**src/rtl/matrix_mult_seq_ctrl.sv**
```systemverilog
// Serial matrix-vector product sequencer: walks A row by row through one
// time-shared MAC and streams y[row] out on a valid/ready interface.
module matrix_mult_seq_ctrl #(
    parameter int ROWS = 32,
    parameter int COLS = 10,
    parameter int DW   = 32,
    parameter int AW   = 9,
    parameter int XW   = 4,
    parameter int RW   = 5
) (
    input  logic          clk,
    input  logic          rst_n,
    input  logic          start,
    output logic          busy,
    output logic          done,
    output logic          a_rd_en,
    output logic [AW-1:0] a_addr,
    input  logic [DW-1:0] a_data,
    output logic          x_rd_en,
    output logic [XW-1:0] x_addr,
    input  logic [DW-1:0] x_data,
    output logic [DW-1:0] y_data,
    output logic [RW-1:0] y_idx,
    output logic          y_valid,
    input  logic          y_ready
);
    // Q8.24: keep product bits [FRAC+DW-1:FRAC]
    localparam int FRAC   = 24;
    // RAM read stage + multiply stage ahead of the accumulator
    localparam int STAGES = 2;

    typedef enum logic [1:0] {IDLE, ISSUE, DRAIN, OUT} state_t;

    state_t          state, state_n;
    logic [RW-1:0]   row, row_n;
    logic [XW-1:0]   col, col_n;
    logic            dcnt, dcnt_n;
    logic            done_n;
    logic            first0;
    logic [STAGES:1] vld_pipe;
    logic [STAGES:1] first_pipe;
    logic [DW-1:0]   prod;
    logic [DW-1:0]   acc;

    assign busy    = (state != IDLE);
    assign x_rd_en = a_rd_en;

    // Sequencer state register
    always_ff @(posedge clk) begin
        if (!rst_n) begin
            state <= IDLE;
            row   <= '0;
            col   <= '0;
            dcnt  <= 1'b0;
            done  <= 1'b0;
        end else begin
            state <= state_n;
            row   <= row_n;
            col   <= col_n;
            dcnt  <= dcnt_n;
            done  <= done_n;
        end
    end

    // Next-state and output decode; everything idles at zero outside ISSUE/OUT
    always_comb begin
        state_n = state;
        row_n   = row;
        col_n   = col;
        dcnt_n  = dcnt;
        done_n  = 1'b0;
        a_rd_en = 1'b0;
        a_addr  = '0;
        x_addr  = '0;
        y_valid = 1'b0;
        y_data  = '0;
        y_idx   = '0;
        first0  = 1'b0;
        case (state)
            IDLE: begin
                if (start) begin
                    state_n = ISSUE;
                    row_n   = '0;
                    col_n   = '0;
                end
            end
            ISSUE: begin
                a_rd_en = 1'b1;
                a_addr  = AW'(int'(row) * COLS + int'(col));
                x_addr  = col;
                first0  = (col == '0);
                if (col == XW'(COLS - 1)) begin
                    col_n   = '0;
                    dcnt_n  = 1'b0;
                    state_n = DRAIN;
                end else begin
                    col_n = col + 1'b1;
                end
            end
            DRAIN: begin
                // two cycles: lets the last column clear read and multiply stages
                dcnt_n = ~dcnt;
                if (dcnt) state_n = OUT;
            end
            OUT: begin
                y_valid = 1'b1;
                y_data  = acc;
                y_idx   = row;
                if (y_ready) begin
                    if (row == RW'(ROWS - 1)) begin
                        state_n = IDLE;
                        done_n  = 1'b1;
                    end else begin
                        row_n   = row + 1'b1;
                        state_n = ISSUE;
                    end
                end
            end
            default: state_n = IDLE;
        endcase
    end

    // MAC pipeline: read-valid tracking, rescaled product, accumulate
    always_ff @(posedge clk) begin
        if (!rst_n) begin
            vld_pipe   <= '0;
            first_pipe <= '0;
            prod       <= '0;
            acc        <= '0;
        end else begin
            vld_pipe   <= {vld_pipe[STAGES-1:1], a_rd_en};
            first_pipe <= {first_pipe[STAGES-1:1], first0};
            if (vld_pipe[1])
                prod <= DW'(((2*DW)'(a_data) * (2*DW)'(x_data)) >> FRAC);
            if (vld_pipe[2])
                acc <= (first_pipe[2] ? '0 : acc) + prod;
        end
    end
endmodule

```
**config.mk**
```make
export PLATFORM = sky130hd
export DESIGN_NAME = matrix_mult_seq_ctrl
export DESIGN_NICKNAME = d
export VERILOG_FILES = /design/src/rtl/matrix_mult_seq_ctrl.sv
export SDC_FILE = /design/constraint.sdc
export NUM_CORES = 2
export LEC_CHECK = 0
export CAP_MARGIN = 20
export CELL_PAD_IN_SITES_DETAIL_PLACEMENT = 0
export CELL_PAD_IN_SITES_GLOBAL_PLACEMENT = 1
export CORE_AREA = 2 2 268 270
export DETAILED_ROUTE_END_ITERATION = 6
export DIE_AREA = 0 0 270 272
export PLACE_DENSITY = 0.9
export SYNTH_ARGS = -nofsm -noshare
export SYNTH_HDL_FRONTEND = slang
export SYNTH_SLANG_ARGS = --single-unit
```
**constraint.sdc**
```tcl
create_clock -name clk -period 8.6 [get_ports clk]
set_clock_uncertainty 0.2 [all_clocks]
set_input_delay 0.86 -clock clk [delete_from_list [all_inputs] [get_ports clk]]
set_output_delay 0.86 -clock clk [all_outputs]
set_load 0.01 [all_outputs]
```
==> reports/metrics.cfg <==
[run_status]
status=complete, no violations

[die]
dieArea_um2=73400
coreArea_um2=70800
pin_count=123
die_x_um=270
dieHeight_um=272
rows=98
start_util=0.505

[layout]
mostFrequentLayoutCells=872 x inv_1, 872 x fa_1, 551 x and2_1
final_nets=5255
multi_input_comb_area_um2=30000
seqCellArea_um2=1620
fillers=6316
syn2layout_area_growth_pct=10.4
drive_gt1_frac=0.0478
fin_cells=5016

[synthesis]
synth_edf_count=0
netlist_instances=3984
synth_ff_type=dfxtp_1
syn_nets=5182
ys_ff_latch=81
ys_seq_area_frac=0.0454
yosys_warnings=0
synth.avg_cell_area_um2=8.97
synth.distinct_cells=68
async_flop_share=0
syn_area_um2=35700

[worst_setup_path]
reg2reg_from=first_pipe[2]
cp.arrival_ns=8.39
reg2reg_depth=14
worst_path_max_delay_cell=fa_1
crit_path_start_kind=primary input
crit_path_start=x_data[3]
r2r_end=acc[31]
cp.required_ns=8.69
critPathCapture=prod[4]
path_max_fanout=26
cpMostUsedCell=fa_1
worstSetupEndpointType=register
slowest_delay_ns=0.55
path_class=primary input to register
regToRegSetupSlack_ns=4.40

[global_route]
grt_max_degree=47
grt_pass1_wl_mm=150
use_met2=0.438
overflow=0
antenna_found_initial=7
grt.total_usage=0.255
use_met1=0.331
grt_use_met3=0.0432
grt_pass1_vias=28800
busiest_layer=met2

[sta]
tightestPinTransition_ns=0.764
finalCriticalPeriod_ns=8.31
rsz0062_at_grt=false
maxSlewHeadroom=0.489
setup_viol_count_final=0
hold_viol=0
drv_slew=0
max_freq_mhz=120
min_period_over_period=0.966

[cts]
numCtsBuffers=9
clock_latency_ns=0.35
cts.reportedPaths.clkPinSlew_ns=0.07
cts_num_sinks=81
clockBufferDepth=2
cts_tree=built
htree_levels=3
cts-resized-gates=0
post-cts-setup-buffers=0
clock-root-buffer=clkbuf_16
hold_buffers=0

[detailed_routing]
drt_iter0_markers=1549
drt_wl_total_mm=88.6
vias=26400
ant_nets=0
wl_per_cell_um=17.7
drt_first_pass_iters=5
route.detailed.drc=0
via_per_inst=5.27

[flow_run]
maxCapViolations=0

[placement]
finalWeightedCongestion=0.899
numPortBuffers=122
dp_hpwl_mm=75.7
dp.cells=4995

[hold_path]
min_path_type=register to register

-- how the worst min path moves through the flow --
stage	cells past startpoint	startpoint	end
CTS	1	first_pipe[1]	first_pipe[2]
finish	1	first_pipe[1]	first_pipe[2]
global placement	1	first_pipe[1]	first_pipe[2]
global route	1	first_pipe[1]	first_pipe[2]
detailed placement	1	first_pipe[1]	first_pipe[2]
floorplan	1	first_pipe[1]	first_pipe[2]
-- synth_stat cells (4+ instances only) --
cell type  instances  area (um^2)
a211o_1            6         52.6
a211oi_1          11         82.6
a21boi_0           4         30.0
a21o_1            38          285
a21oi_1           63          315
a31oi_1            7         43.8
and2_1           551         3450
and3_1            10         62.6
clkbuf_1         213          800
dfxtp_1           81         1620
fa_1             872        17500
ha_1             258         3230
inv_1            873         3280
mux2i_1           24          240
nand2_1          537         2020
nand2b_1          10         62.6
nand3_1           34          170
nand3b_1           4         30.0
nand4_1           12         75.1
nand4b_1           4         35.0
nor2_1            85          319
nor2b_1           47          294
nor3_1            16         80.1
nor3b_1            5         37.5
o211ai_1          10         75.1
o21a_1            16          120
o21ai_0           49          245
o21bai_1           9         67.6
or3_1              7         43.8
xnor2_1           49          429
xor2_1            19          166
-- registers in the layout (all words and copies together), names as in the netlist --
| register | cells |
|---|---|
| dcnt | 1 |
| prod | 32 |
| state | 2 |
| row | 5 |
| first_pipe | 2 |
| acc | 32 |
| vld_pipe | 2 |
| done | 1 |
| col | 4 |
-- metal layers --
| metal | share of wire | vias to the layer above |
|---|---|---|
| li1 | - | 11800 |
| met1 | 0.41 | 13600 |
| met2 | 0.49 | 874 |
| met3 | 0.068 | 169 |
| met4 | 0.029 | 6 |
| met5 | 0.00040 | - |
-- worst max-delay path: cells and delay by family --
kind	cells	cell delay, ns
AND/OR/NAND/NOR	3	0.36
XOR/XNOR	1	0.31
adder cells (fa/ha/maj)	9	3.85
AO/OA/AOI/OAI	6	1.77
buffers and inverters	8	1.17
multiplexers	1	0.06
-- final cells by class --
class / instances / area share
multi-input combinational: 2810 / 0.760
inverter: 875 / 0.0832
timing repair buffer: 280 / 0.0767
sequential: 81 / 0.0411
tap: 950 / 0.0301
clock buffer: 9 / 0.00570
clock inverter: 7 / 0.00273
antenna: 4 / 0.000254
-- through the flow --
step	hold slack (ns)	setup WS [ns]	util	instance area (um^2)	TNS, ns
after floorplan	0.212	0.661	-	35700	0
after global placement	0.225	0.0115	0.553	39100	0
after detailed placement	0.226	-0.0141	0.553	39100	-0.0141
after CTS	0.241	0.324	0.557	39400	0
after global routing	0.256	0.0358	0.558	39500	0
final	0.235	0.292	0.558	39500	0
-- cell families (layout without fill, tap and decap cells) --
| group | Yosys count | after routing | synth area share |
|---|---|---|---|
| and+or+nand+nor | 1334 | 1334 | 0.189 |
| adders and majority gates | 1130 | 1130 | 0.579 |
| buffers and inverters | 1093 | 1171 | 0.115 |
| AOI/OAI and AO/OA | 253 | 253 | 0.0481 |
| DFF | 81 | 81 | 0.0454 |
| xor gates and xnor gates | 68 | 68 | 0.0167 |
| muxes | 25 | 25 | 0.00704 |
| other | 0 | 4 | 0 |
Power is left out: the tool's default activity adds up to more than one toggle a clock period on the data nets, which glitch-free logic cannot reach.
